## config.mk

```make
export PLATFORM = sky130hd
export DESIGN_NAME = conv_loop_seq_flat
export DESIGN_NICKNAME = d
export VERILOG_FILES = /design/src/rtl/conv_loop_seq_pkg.sv /design/src/rtl/conv_loop_seq_if.sv /design/src/rtl/conv_loop_cnt.sv /design/src/rtl/conv_loop_seq.sv /design/src/flat_wrapper.sv
export SDC_FILE = /design/constraint.sdc
export NUM_CORES = 1
export LEC_CHECK = 0
export CAP_MARGIN = 20
export CORE_MARGIN = 4
export CORE_UTILIZATION = 50
export DETAILED_ROUTE_END_ITERATION = 16
export PLACE_DENSITY = 0.8
export SLEW_MARGIN = 10
export SYNTH_ARGS = -nofsm -noshare
export SYNTH_HDL_FRONTEND = slang
export SYNTH_SLANG_ARGS = --single-unit
```

## constraint.sdc

```tcl
create_clock -name clk -period 8.15 [get_ports clk]
set_input_delay 1.63 -clock clk [delete_from_list [all_inputs] [get_ports clk]]
set_output_delay 1.63 -clock clk [all_outputs]
set_load 0.01 [all_outputs]
```

## src/rtl/conv_loop_seq_pkg.sv

```systemverilog
`default_nettype none
// ============================================================================
//  Module      : conv_loop_seq_pkg
//  Description : Shared parameters and FSM state encoding for the conv loop
//                sequencer.
//  Revision    : 1.0
// ============================================================================
package conv_loop_seq_pkg;

    localparam int BM_DATA_DELAY = 2;
    localparam int MAC_DELAY     = 4;

    localparam int DEF_W_SIZE    = 9;
    localparam int DEF_W_CHANNEL = 9;
    localparam int DEF_DRAIN_CYC = BM_DATA_DELAY + MAC_DELAY;
    localparam int DEF_W_DRAIN   = 3;

    localparam logic [1:0] CTRL_SEQ_IDLE  = 2'd0;
    localparam logic [1:0] CTRL_SEQ_RUN   = 2'd1;
    localparam logic [1:0] CTRL_SEQ_DRAIN = 2'd2;
    localparam logic [1:0] CTRL_SEQ_DONE  = 2'd3;

    typedef enum logic [1:0] {
        ST_IDLE  = CTRL_SEQ_IDLE,
        ST_RUN   = CTRL_SEQ_RUN,
        ST_DRAIN = CTRL_SEQ_DRAIN,
        ST_DONE  = CTRL_SEQ_DONE
    } seq_state_t;

endpackage
`default_nettype wire

```

## src/rtl/conv_loop_seq_if.sv

```systemverilog
`default_nettype none
// ============================================================================
//  Module      : conv_loop_seq_if
//  Description : Layer-control and PE-position bundle of the loop sequencer.
//  Revision    : 1.0
// ============================================================================
interface conv_loop_seq_if #(
    parameter int W_SIZE    = 9,
    parameter int W_CHANNEL = 9
);
    logic                 i_start;
    logic [W_SIZE-1:0]    i_width;
    logic [W_SIZE-1:0]    i_height;
    logic [W_CHANNEL-1:0] i_chn_groups;
    logic                 i_stall;

    logic                 o_ctrl_data_run;
    logic [W_SIZE-1:0]    o_row;
    logic [W_SIZE-1:0]    o_col;
    logic [W_CHANNEL-1:0] o_chn;
    logic                 o_is_first_row;
    logic                 o_is_last_row;
    logic                 o_is_first_col;
    logic                 o_is_last_col;
    logic                 o_busy;
    logic                 o_layer_done;

    modport master (
        input  i_start, i_width, i_height, i_chn_groups, i_stall,
        output o_ctrl_data_run, o_row, o_col, o_chn,
               o_is_first_row, o_is_last_row, o_is_first_col, o_is_last_col,
               o_busy, o_layer_done
    );

    modport slave (
        output i_start, i_width, i_height, i_chn_groups, i_stall,
        input  o_ctrl_data_run, o_row, o_col, o_chn,
               o_is_first_row, o_is_last_row, o_is_first_col, o_is_last_col,
               o_busy, o_layer_done
    );
endinterface
`default_nettype wire

```

## src/rtl/conv_loop_cnt.sv

```systemverilog
`default_nettype none
// ============================================================================
//  Module      : conv_loop_cnt
//  Description : Wrapping counter 0..max with synchronous clear and enable.
//  Revision    : 1.0
// ============================================================================
module conv_loop_cnt #(
    parameter int W = 9
) (
    input  logic         clk,
    input  logic         rstn,
    input  logic         clr,
    input  logic         en,
    input  logic [W-1:0] max,
    output logic [W-1:0] cnt,
    output logic         last
);

    assign last = (cnt == max);

    always_ff @(posedge clk or negedge rstn) begin
        if (!rstn) begin
            cnt <= '0;
        end else if (clr) begin
            cnt <= '0;
        end else if (en) begin
            cnt <= last ? '0 : cnt + W'(1);
        end
    end

endmodule
`default_nettype wire

```

## src/rtl/conv_loop_seq.sv

```systemverilog
`default_nettype none
// ============================================================================
//  Module      : conv_loop_seq
//  Description : Walks row -> channel group -> column, one position per cycle,
//                then waits out the PE pipeline and pulses layer done.
//  Revision    : 1.0
// ============================================================================
module conv_loop_seq
    import conv_loop_seq_pkg::*;
#(
    parameter int W_SIZE    = DEF_W_SIZE,
    parameter int W_CHANNEL = DEF_W_CHANNEL,
    parameter int DRAIN_CYC = DEF_DRAIN_CYC,
    parameter int W_DRAIN   = DEF_W_DRAIN
) (
    input  logic           clk,
    input  logic           rstn,
    conv_loop_seq_if.master bus
);

    seq_state_t           r_state;
    seq_state_t           w_next;
    logic [W_SIZE-1:0]    r_width;
    logic [W_SIZE-1:0]    r_height;
    logic [W_CHANNEL-1:0] r_chn_groups;
    logic                 r_run;
    logic                 r_busy;
    logic                 r_done;
    logic [W_DRAIN-1:0]   r_drain;

    logic                 w_accept;
    logic                 w_zero_dim;
    logic                 w_run_nxt;
    logic                 w_walk_end;
    logic                 w_col_last;
    logic                 w_chn_last;
    logic                 w_row_last;
    logic [W_SIZE-1:0]    w_col;
    logic [W_SIZE-1:0]    w_row;
    logic [W_CHANNEL-1:0] w_chn;

    assign w_accept   = (r_state == ST_IDLE) && bus.i_start;
    assign w_zero_dim = (bus.i_width == '0) || (bus.i_height == '0) || (bus.i_chn_groups == '0);
    assign w_walk_end = r_run && w_col_last && w_chn_last && w_row_last;

    always_comb begin
        w_next    = r_state;
        w_run_nxt = 1'b0;
        case (r_state)
            ST_IDLE: begin
                if (bus.i_start) begin
                    if (w_zero_dim) begin
                        w_next = ST_DONE;
                    end else begin
                        w_next    = ST_RUN;
                        w_run_nxt = 1'b1;
                    end
                end
            end
            ST_RUN: begin
                if (w_walk_end) begin
                    w_next = (DRAIN_CYC == 1) ? ST_DONE : ST_DRAIN;
                end else begin
                    w_run_nxt = !bus.i_stall;
                end
            end
            // DONE is itself the last drain cycle; done is registered out of it.
            ST_DRAIN: begin
                if (r_drain == W_DRAIN'(DRAIN_CYC - 2)) begin
                    w_next = ST_DONE;
                end
            end
            ST_DONE: w_next = ST_IDLE;
            default: w_next = ST_IDLE;
        endcase
    end

    always_ff @(posedge clk or negedge rstn) begin
        if (!rstn) begin
            r_state      <= ST_IDLE;
            r_width      <= '0;
            r_height     <= '0;
            r_chn_groups <= '0;
            r_run        <= 1'b0;
            r_busy       <= 1'b0;
            r_done       <= 1'b0;
            r_drain      <= '0;
        end else begin
            r_state <= w_next;
            r_run   <= w_run_nxt;
            r_busy  <= (w_next != ST_IDLE);
            r_done  <= (r_state == ST_DONE);
            if (w_accept) begin
                r_width      <= bus.i_width;
                r_height     <= bus.i_height;
                r_chn_groups <= bus.i_chn_groups;
            end
            if (r_state == ST_DRAIN) begin
                r_drain <= r_drain + W_DRAIN'(1);
            end else begin
                r_drain <= '0;
            end
        end
    end

    // Counters step only on issued cycles, so a stalled position is held.
    conv_loop_cnt #(.W(W_SIZE)) u_col (
        .clk  (clk),
        .rstn (rstn),
        .clr  (w_accept),
        .en   (r_run),
        .max  (r_width - W_SIZE'(1)),
        .cnt  (w_col),
        .last (w_col_last)
    );

    conv_loop_cnt #(.W(W_CHANNEL)) u_chn (
        .clk  (clk),
        .rstn (rstn),
        .clr  (w_accept),
        .en   (r_run && w_col_last),
        .max  (r_chn_groups - W_CHANNEL'(1)),
        .cnt  (w_chn),
        .last (w_chn_last)
    );

    conv_loop_cnt #(.W(W_SIZE)) u_row (
        .clk  (clk),
        .rstn (rstn),
        .clr  (w_accept),
        .en   (r_run && w_col_last && w_chn_last),
        .max  (r_height - W_SIZE'(1)),
        .cnt  (w_row),
        .last (w_row_last)
    );

    assign bus.o_ctrl_data_run = r_run;
    assign bus.o_row           = w_row;
    assign bus.o_col           = w_col;
    assign bus.o_chn           = w_chn;
    assign bus.o_busy          = r_busy;
    assign bus.o_layer_done    = r_done;

    // Gated by busy so that every output reads 0 out of reset.
    assign bus.o_is_first_row = r_busy && (w_row == '0);
    assign bus.o_is_last_row  = r_busy && w_row_last;
    assign bus.o_is_first_col = r_busy && (w_col == '0);
    assign bus.o_is_last_col  = r_busy && w_col_last;

endmodule
`default_nettype wire
```

## src/flat_wrapper.sv

```systemverilog
// flat-port wrapper written by rule: the top's interface ports become plain ports
module conv_loop_seq_flat import conv_loop_seq_pkg::*;
#(
    parameter int W_SIZE    = DEF_W_SIZE,
    parameter int W_CHANNEL = DEF_W_CHANNEL,
    parameter int DRAIN_CYC = DEF_DRAIN_CYC,
    parameter int W_DRAIN   = DEF_W_DRAIN
)
  (clk, rstn, bus_i_start, bus_i_width, bus_i_height, bus_i_chn_groups, bus_i_stall, bus_o_ctrl_data_run, bus_o_row, bus_o_col, bus_o_chn, bus_o_is_first_row, bus_o_is_last_row, bus_o_is_first_col, bus_o_is_last_col, bus_o_busy, bus_o_layer_done);
  conv_loop_seq_if #(.W_SIZE(W_SIZE), .W_CHANNEL(W_CHANNEL)) bus_i ();
  input  logic clk;
  input  logic rstn;
  input wire logic [$bits(bus_i.i_start)-1:0] bus_i_start;
  input wire logic [$bits(bus_i.i_width)-1:0] bus_i_width;
  input wire logic [$bits(bus_i.i_height)-1:0] bus_i_height;
  input wire logic [$bits(bus_i.i_chn_groups)-1:0] bus_i_chn_groups;
  input wire logic [$bits(bus_i.i_stall)-1:0] bus_i_stall;
  output wire logic [$bits(bus_i.o_ctrl_data_run)-1:0] bus_o_ctrl_data_run;
  output wire logic [$bits(bus_i.o_row)-1:0] bus_o_row;
  output wire logic [$bits(bus_i.o_col)-1:0] bus_o_col;
  output wire logic [$bits(bus_i.o_chn)-1:0] bus_o_chn;
  output wire logic [$bits(bus_i.o_is_first_row)-1:0] bus_o_is_first_row;
  output wire logic [$bits(bus_i.o_is_last_row)-1:0] bus_o_is_last_row;
  output wire logic [$bits(bus_i.o_is_first_col)-1:0] bus_o_is_first_col;
  output wire logic [$bits(bus_i.o_is_last_col)-1:0] bus_o_is_last_col;
  output wire logic [$bits(bus_i.o_busy)-1:0] bus_o_busy;
  output wire logic [$bits(bus_i.o_layer_done)-1:0] bus_o_layer_done;
  assign bus_i.i_start = bus_i_start;
  assign bus_i.i_width = bus_i_width;
  assign bus_i.i_height = bus_i_height;
  assign bus_i.i_chn_groups = bus_i_chn_groups;
  assign bus_i.i_stall = bus_i_stall;
  assign bus_o_ctrl_data_run = bus_i.o_ctrl_data_run;
  assign bus_o_row = bus_i.o_row;
  assign bus_o_col = bus_i.o_col;
  assign bus_o_chn = bus_i.o_chn;
  assign bus_o_is_first_row = bus_i.o_is_first_row;
  assign bus_o_is_last_row = bus_i.o_is_last_row;
  assign bus_o_is_first_col = bus_i.o_is_first_col;
  assign bus_o_is_last_col = bus_i.o_is_last_col;
  assign bus_o_busy = bus_i.o_busy;
  assign bus_o_layer_done = bus_i.o_layer_done;
  conv_loop_seq #(.W_SIZE(W_SIZE), .W_CHANNEL(W_CHANNEL), .DRAIN_CYC(DRAIN_CYC), .W_DRAIN(W_DRAIN)) u_core (.clk(clk), .rstn(rstn), .bus(bus_i));
endmodule
```

==> impl_metrics.toml, run 1 <==
[logic_synthesis]
yosys.cell_count.top_type = "nand2_1"
syn_nets = 526
synth-edff-count = 0
ys_warn_count = 0
synthTopCellsByArea = "dfrtp_1 38%, nand2_1 8.7%, a21oi_1 3.5%, o21ai_0 3.2%, ha_1 3.1%"
yosys.cell_types.count = 59
synth.yosys.seq_area_share_pct = 38.31
syn-instance-count = 485
synth_seq_cells = 62
synthFlopType = "dfrtp_1"
syn_area_um2 = 4050
syn-mean-instance-area_um2 = 8.351
synth.cells.most_frequent = "94 x nand2_1, 62 x dfrtp_1, 28 x a21oi_1"
synthDominantCellAreaShare_pct = 38.31
netlist.top_cell.by_area = "dfrtp_1"
ffs_w_async_s_r_synth_pct = 100.0

[final_layout]
final_design_area_no_fill_um2 = 4952
areaGrowthSynthToFinish_pct = 22.27
layout-drive-gt1-share_pct = 6.022
antenna_cells = 0
design.final.nets = 584
n_fill_cell = 682
util_after_layout_pct = 63.43

[power]
vdd_drop_max_v = 0.0001344
power_switching_mw = 0.6096
intPower_mw = 0.8267
power.share.clock_pct = 19.6
comb_power_share_pct = 43.0
switching_share_pct = 42.44
cellLeakagePower_nw = 2.108
part_of_the_total_power_dissipated_in_sequential_elements_pct = 37.3
power.density_nw_per_um2 = 290.0

[floorplanning]
core.rowCount = 32
die_w_um = 98
die_area_um2 = 9604
core_um2 = 7807
floorplan.initialDensity_pct = 51.87
floorplan.die.height_um = 98
floorplan.io_pins = 65

[cts]
ctsHtreeMaxLevel = 3
cts_buffer_depth = 2
clk_pin_slew_worst_paths_ns = 0.07
postCtsSetupRepairBufs = 0
clock_tree_from_tritoncts = "yes"
cts_buffer_count = 9
resized_gates_after_cts = 0
clkLatencyLatePin_ns = 0.35
postCtsHoldBufs = 0
clock_sinks = 62
cts_root_buf = "clkbuf_8"

[global_route]
first_pass_grt_wire_length_um = 17790
global_routing_s_busiest_layer = "met2"
grt_max_degree = 63
global_route.usage.total_pct = 22.45
grtUsageMet1_pct = 31.10
grt.met2_usage_pct = 34.97
grt_overflow = 0
global_route.usage.met3_pct = 4.214
grt_pass1_vias = 3646
grt_antenna_before_repair = 0

[sta]
rsz_0062_raised_after_global_routing = "no"
tightest_slew_ns = 0.9709
maxSlewHeadroom_pct = 35.27
finalSetupTns_ns = 0
fmaxAchievable_mhz = 207.9
clock-skew-final_ns = 0.01059
final_period_minus_worst_setup_slack_ns = 4.811
drv_slew = 0
timing_hold_violations_final = 0
finalSetupViolCount = 0
post-route-period-util_pct = 59.03

[worst_hold_path]
worstHoldPathType = "reg -> reg"

[setup_path]
cp_max_fo = 9
cp_data_arrival_time_ns = 3.18
startpoint_type = "flip-flop"
worst-endpoint-required_ns = 6.52
endpoint_class_of_the_critical_path = "output port"
worst-setup-path-type = "reg -> out"

[routing]
routed-via-count = 3826
route.detailed.drc = 0
drt_first_pass_iters = 4
antenna_left = 0
vias_per_cell = 5.886
wire_per_inst_um = 16.34
finalWirelength_um = 10620
dr.first_iter.drc_count = 301

[place]
place.detailed.hpwl_um = 7083
placed_cell_area_um2 = 4752
place_congestion = 0.8789
port_buffers = 64

[run_status]
status = "finished clean"

[run]
drv_cap = 0
[metal layers]
metal  wire length (um)  part of all wire, %
met4                136                  1.3
met2               5048                   48
met1               4863                   46
met5                  0                    0
met3                573                  5.4
[registers in the layout, summed over array words and instances, names as in the netlist]
name,flops
u_core.r_height,9
u_core.r_drain,3
u_core.u_col.cnt,9
u_core.u_chn.cnt,9
u_core.bus.o_ctrl_data_run,1
u_core.bus.o_layer_done,1
u_core.bus.o_busy,1
u_core.r_state,2
u_core.r_chn_groups,9
u_core.u_row.cnt,9
u_core.r_width,9
[cell families (layout without fill, tap and decap cells)]
| logic type | after synthesis | count (layout) | share of synthesized area (%) |
|---|---|---|---|
| buffers and inverters | 43 | 106 | 4.294 |
| multiplexers | 2 | 2 | 0.4943 |
| AND/OR/NAND/NOR | 238 | 238 | 30.92 |
| adder cells (fa/ha/maj) | 10 | 10 | 3.089 |
| AO/OA/AOI/OAI | 105 | 105 | 17.49 |
| flip-flops | 62 | 62 | 38.31 |
| XOR/XNOR | 25 | 25 | 5.406 |
[critical path, stage by stage, from the launching register on]
cell,delay [ns]
dfrtp_1,0.45
nor4_1,0.61
nand2_1,0.17
xnor2_1,0.19
a2111oi_4,0.62
and3_1,0.25
clkdlybuf4s50_1,0.54
[power by group through the flow]
| stage | Clock, mW | Sequential, mW | Combinational [mW] |
|---|---|---|---|
| floorplan | 0 | 0.502 | 0.448 |
| global placement | 0 | 0.528 | 0.582 |
| detailed placement | 0 | 0.537 | 0.609 |
| CTS | 0.285 | 0.532 | 0.616 |
| global route | 0.298 | 0.553 | 0.685 |
| finish | 0.282 | 0.536 | 0.618 |
[final cells by class]
type / instances / area (um^2) / share of cell area, %
clock buffer: 12 / 155.1 / 3.133
clock inverter: 4 / 45.04 / 0.9096
inverter: 22 / 82.58 / 1.668
multi-input combinational: 380 / 2325 / 46.94
sequential: 62 / 1551 / 31.33
tap: 102 / 127.6 / 2.577
timing repair buffer: 68 / 665.6 / 13.44
[placed cells by master (no fill, tap or decap), types with 4 or more instances in the layout]
cell and count:
nand2b_1 18, nand3b_1 10, inv_1 22, nor4_1 12
or2_2 4, clkbuf_8 11, buf_4 4, xnor2_1 12
o21a_1 7, xor2_1 13, a31oi_1 7, o31a_1 8
nand3_1 11, nor3_1 12, clkdlybuf4s50_1 63, o21ai_0 26
and2_1 5, ha_1 10, and3_1 13, nor2_1 22
nor4b_1 8, a21oi_1 28, dfrtp_1 62, nand2_1 94
or3_1 4
[final timing paths]
path                                    start             endpoint  slack (ns)  depth (start not counted)
setup / recovery           u_core.r_height[2]    bus_o_is_last_row        3.34                          6
hold / removal              u_core.r_drain[0]    u_core.r_drain[0]        0.47                          1
setup reg to reg            u_core.r_width[2]  u_core.u_row.cnt[0]        5.04                          7
hold reg to reg             u_core.r_drain[0]    u_core.r_drain[0]        0.47                          1
max in group asynchronous                rstn    u_core.r_width[0]        6.17                          2
min in group asynchronous                rstn    u_core.r_drain[1]        1.44                          2
[stage by stage]
step	instances	setup slack (ns)	total power, mW	hold slack [ns]
finish	650	3.339	1.436	0.4678
global route	650	3.152	1.536	0.4814
CTS	650	3.400	1.434	0.4672
detailed placement	634	3.885	1.145	0.4583
global placement	634	3.925	1.110	0.4433
floorplan	485	4.621	0.9500	0.4322
(Power assumes the default switching activity.)
==> run 2, diff against run 1 <==
==> constraint.sdc (replaced) <==
create_clock -name clk -period 5 [get_ports clk]
set_input_delay 1 -clock clk [delete_from_list [all_inputs] [get_ports clk]]
set_output_delay 1 -clock clk [all_outputs]
set_load 0.01 [all_outputs]
==> impl_metrics.toml, run 2 (synthesized netlist as in run 1, its figures left out) <==
[power]
comb_power_share_pct = 42.6
switching_share_pct = 41.67
power.density_nw_per_um2 = 474.7
intPower_mw = 1.377
vdd_drop_max_v = 0.0002703
cellLeakagePower_nw = 2.111
part_of_the_total_power_dissipated_in_sequential_elements_pct = 36.9
power.share.clock_pct = 20.5
power_switching_mw = 0.9835

[global_route]
grt_overflow = 0
grt_antenna_before_repair = 0
grtUsageMet1_pct = 29.67
grt.met2_usage_pct = 38.01
global_route.usage.total_pct = 22.79
first_pass_grt_wire_length_um = 18210
global_route.usage.met3_pct = 5.357
global_routing_s_busiest_layer = "met2"
grt_pass1_vias = 3768
grt_max_degree = 46

[sta]
setup_ws_ns = 0.9523
post-route-period-util_pct = 80.95
finalSetupTns_ns = 0
drv_slew = 0
maxSlewHeadroom_pct = 31.76
final_period_minus_worst_setup_slack_ns = 4.048
tightest_slew_ns = 1.024
clock-skew-final_ns = 0.01154
finalSetupViolCount = 0
rsz_0062_raised_after_global_routing = "no"
fmaxAchievable_mhz = 247.1
timing_hold_violations_final = 0

[cts]
cts_buffer_count = 9
ctsHtreeMaxLevel = 3
resized_gates_after_cts = 0
postCtsHoldBufs = 0
clk_pin_slew_worst_paths_ns = 0.06
clkLatencyLatePin_ns = 0.35
clock_sinks = 62
cts_root_buf = "clkbuf_8"
postCtsSetupRepairBufs = 0
clock_tree_from_tritoncts = "yes"
cts_buffer_depth = 2

[setup_path]
worst-r2r-setup-slack_ns = 1.85
rr_endpoint = "u_core.u_row.cnt[1]"
endpoint_class_of_the_critical_path = "output port"
cp_data_arrival_time_ns = 3.05
worst-setup-path-type = "reg -> out"
startpoint_type = "flip-flop"
cp_max_fo = 9
worstReg2RegStart = "u_core.r_width[2]"
worst-endpoint-required_ns = 4.00
reg2reg_depth = 7

[worst_hold_path]
whs_path_depth = 1
worstHoldPathType = "reg -> reg"
hold_start = "u_core.r_drain[0]"
worst_hold_path.endpoint = "u_core.r_drain[0]"

[final_layout]
layout_common_cells = "94 x nand2_1, 63 x clkdlybuf4s50_1, 62 x dfrtp_1, 28 x a21oi_1, 26 x o21ai_0"
design.final.nets = 584
layout.cells.most_common = "nand2_1"
antenna_cells = 0
layout-drive-gt1-share_pct = 6.022
util_after_layout_pct = 63.69
areaGrowthSynthToFinish_pct = 22.77

[floorplanning]
die_w_um = 98
core_um2 = 7807
core.rowCount = 32
floorplan.io_pins = 65
die_area_um2 = 9604
floorplan.initialDensity_pct = 51.87
floorplan.die.height_um = 98

[routing]
vias_per_cell = 5.765
dr.first_iter.drc_count = 239
routed-via-count = 3747
antenna_left = 0
route.detailed.drc = 0
drt_first_pass_iters = 4
wire_per_inst_um = 16.42
finalWirelength_um = 10670

[place]
port_buffers = 64
place.detailed.hpwl_um = 7574
placement.setup.worst_slack_ns = 1.353
place_congestion = 0.9000

[run_status]
status = "finished clean"

[run]
drv_cap = 0
## run 2: critical path, stage by stage, from the launching register on
cell             delay (ns)
dfrtp_1                0.44
nor4_1                 0.57
nand2_1                0.15
xnor2_1                0.18
a2111oi_4              0.58
and3_1                 0.25
clkdlybuf4s50_1        0.54
## run 2: how the worst max path moves through the flow
stage / startpoint / endpoint / slack (ns)
floorplan: u_core.r_height[2] / bus_o_is_last_row / 2.10
global placement: u_core.r_height[2] / bus_o_is_last_row / 1.39
detailed placement: u_core.r_height[2] / bus_o_is_last_row / 1.35
CTS: u_core.r_height[2] / bus_o_is_last_row / 0.96
global route: u_core.r_height[2] / bus_o_is_last_row / 0.80
finish: u_core.r_height[2] / bus_o_is_last_row / 0.95
## run 2: power by group through the flow
| stage | Clock, mW | Sequential, mW | Combinational (mW) |
|---|---|---|---|
| 2_1_floorplan | 0 | 0.818 | 0.731 |
| 3_3_place_gp | 0 | 0.865 | 0.957 |
| 3_5_place_dp | 0 | 0.877 | 1.00 |
| 4_1_cts | 0.490 | 0.868 | 1.01 |
| 5_1_grt | 0.512 | 0.901 | 1.13 |
| 6_report | 0.483 | 0.872 | 1.01 |
## run 2: layer usage
metal | up-vias | share of wire [%] | wire length [um]
li1 | 1849 | - | -
met1 | 1780 | 45 | 4759
met2 | 103 | 49 | 5246
met3 | 15 | 5.0 | 536
met4 | 0 | 1.2 | 130
met5 | - | 0 | 0
## run 2: final cells by class
type | instances | area, um^2
Clock inverter | 2 | 37.54
Fill cell | 689 | 2835
Tap cell | 102 | 127.6
Timing Repair Buffer | 68 | 665.6
Clock buffer | 14 | 182.7
Inverter | 22 | 82.58
Sequential cell | 62 | 1551
Multi-Input combinational cell | 380 | 2325
## run 2: through the flow
step	power (mW)	std cells	instance area (um^2)	hold WS [ns]
6_report	2.360	650	4972	0.4562
2_1_floorplan	1.549	485	4050	0.4322
5_1_grt	2.548	650	4972	0.4957
3_5_place_dp	1.879	634	4752	0.4531
4_1_cts	2.365	650	4972	0.4620
3_3_place_gp	1.822	634	4752	0.4458
==> run 3, diff against run 2 <==
==> constraint.sdc (replaced) <==
create_clock -name clk -period 4.2 [get_ports clk]
set_input_delay 0.84 -clock clk [delete_from_list [all_inputs] [get_ports clk]]
set_output_delay 0.84 -clock clk [all_outputs]
set_load 0.01 [all_outputs]
==> impl_metrics.toml, run 3 (synthesized netlist as in run 1, its figures left out) <==
[sta]
clock-skew-final_ns = 0.008012
finalSetupViolCount = 0
final_period_minus_worst_setup_slack_ns = 3.737
whs_ns = 0.4710
timing_hold_violations_final = 0
fmaxAchievable_mhz = 267.6
drv_slew = 0
setup_ws_ns = 0.4635
rsz_0062_raised_after_global_routing = "no"
maxSlewHeadroom_pct = 34.49
finalSetupTns_ns = 0
post-route-period-util_pct = 88.96
tightest_slew_ns = 0.9827

[place]
placement.setup.worst_slack_ns = 0.8563
port_buffers = 64
numPlacedInstances = 636
place.detailed.hpwl_um = 7329
placed_cell_area_um2 = 4767
place_congestion = 0.9017

[final_layout]
antenna_cells = 0
design.final.nets = 586
n_fill_cell = 671
areaGrowthSynthToFinish_pct = 22.64
final_design_area_no_fill_um2 = 4967
multi_input_comb_area_um2 = 2325
layout.cells.most_common = "nand2_1"
layout_common_cells = "94 x nand2_1, 63 x clkdlybuf4s50_1, 62 x dfrtp_1, 28 x a21oi_1, 26 x o21ai_0"
ff_latch_area_um2 = 1551
layout-drive-gt1-share_pct = 6.364
util_after_layout_pct = 63.62
finish.cell_count_without_fillers = 652

[power]
switching_share_pct = 41.97
comb_power_share_pct = 43.5
intPower_mw = 1.615
vdd_drop_max_v = 0.0002415
part_of_the_total_power_dissipated_in_sequential_elements_pct = 37.2
power_switching_mw = 1.168
cellLeakagePower_nw = 2.118
report.power.total_mw = 2.783
power.share.clock_pct = 19.3
power.density_nw_per_um2 = 560.4

[setup_path]
rr_endpoint = "u_core.u_row.cnt[1]"
worst-endpoint-required_ns = 3.36
endpoint_class_of_the_critical_path = "output port"
reg2reg_depth = 7
crit_end = "bus_o_is_last_row"
cp_data_arrival_time_ns = 2.90
worstSetupStartpoint = "u_core.r_height[2]"
startpoint_type = "flip-flop"
worstReg2RegStart = "u_core.r_width[2]"
worst-setup-path-type = "reg -> out"
worst-r2r-setup-slack_ns = 1.07
cp_max_fo = 9

[cts]
cts_buffer_depth = 2
clkLatencyLatePin_ns = 0.34
resized_gates_after_cts = 0
clk_pin_slew_worst_paths_ns = 0.07
cts_root_buf = "clkbuf_8"
clock_tree_from_tritoncts = "yes"
ctsHtreeMaxLevel = 3
postCtsHoldBufs = 0
clock_sinks = 62
cts_buffer_count = 9
postCtsSetupRepairBufs = 0

[floorplanning]
floorplan.initialDensity_pct = 51.87
core.rowCount = 32
die_w_um = 98
floorplan.io_pins = 65
floorplan.die.height_um = 98
core_um2 = 7807
die_area_um2 = 9604

[routing]
routed-via-count = 3812
drt_first_pass_iters = 4
route.detailed.drc = 0
vias_per_cell = 5.847
wire_per_inst_um = 16.19
finalWirelength_um = 10560
antenna_left = 0
dr.first_iter.drc_count = 237

[worst_hold_path]
worstHoldPathType = "reg -> reg"

[global_route]
grt_overflow = 0
global_route.usage.total_pct = 22.61
grt_max_degree = 50
first_pass_grt_wire_length_um = 18040
grt_pass1_vias = 3765
grt_antenna_before_repair = 0

[run]
drv_cap = 0

[run_status]
status = "finished clean"
## run 3: cell count changes in the layout (fill, tap and decap cells not counted), sizes merged
cell,before,now
buf,5,7
clkbuf,14,12
clkinv,0,3
clkinvlp,1,0
## run 3: critical path, cell delays in order (launching register included)
cell	delay (ns)
dfrtp_1	0.45
nor4_1	0.54
nand2_1	0.15
xnor2_1	0.18
a2111oi_4	0.32
buf_4	0.21
and3_1	0.17
clkdlybuf4s50_1	0.54
## run 3: layout make-up
type,instances,share of cell area [%]
well taps,102,2.569
inverters,22,1.662
multi-input cells,380,46.80
repair buffers,70,13.70
flip-flops and latches,62,31.23
clock buffers,12,3.123
clock inverters,4,0.9068
## run 3: how the worst min path moves through the flow
stage | startpoint | to | cells past startpoint | slack (ns)
finish | u_core.r_drain[0] | u_core.r_drain[0] | 1 | 0.47
CTS | u_core.r_drain[0] | u_core.r_drain[0] | 1 | 0.48
detailed placement | u_core.r_drain[0] | u_core.r_drain[0] | 1 | 0.47
floorplan | u_core.r_drain[0] | u_core.r_drain[0] | 1 | 0.43
global placement | u_core.r_drain[0] | u_core.r_drain[0] | 1 | 0.44
global route | u_core.r_drain[0] | u_core.r_drain[0] | 1 | 0.52
## run 3: power groups by stage
stage / Clock [mW] / Sequential, mW / Combinational, mW
floorplan: 0 / 0.973 / 0.870
global placement: 0 / 1.02 / 1.16
finish: 0.537 / 1.04 / 1.21
detailed placement: 0 / 1.04 / 1.20
global route: 0.577 / 1.07 / 1.36
CTS: 0.550 / 1.03 / 1.21
## run 3: per-layer routing
layer  vias up  part of all wire (%)  wire length [um]  GRT usage (%)
li1       1843                     -                 -              -
met3         6                   5.8               617          5.929
met5         -                     0                 0              0
met4         0                  0.90                95          5.431
met2       106                    49              5177          37.54
met1      1857                    44              4667          29.60
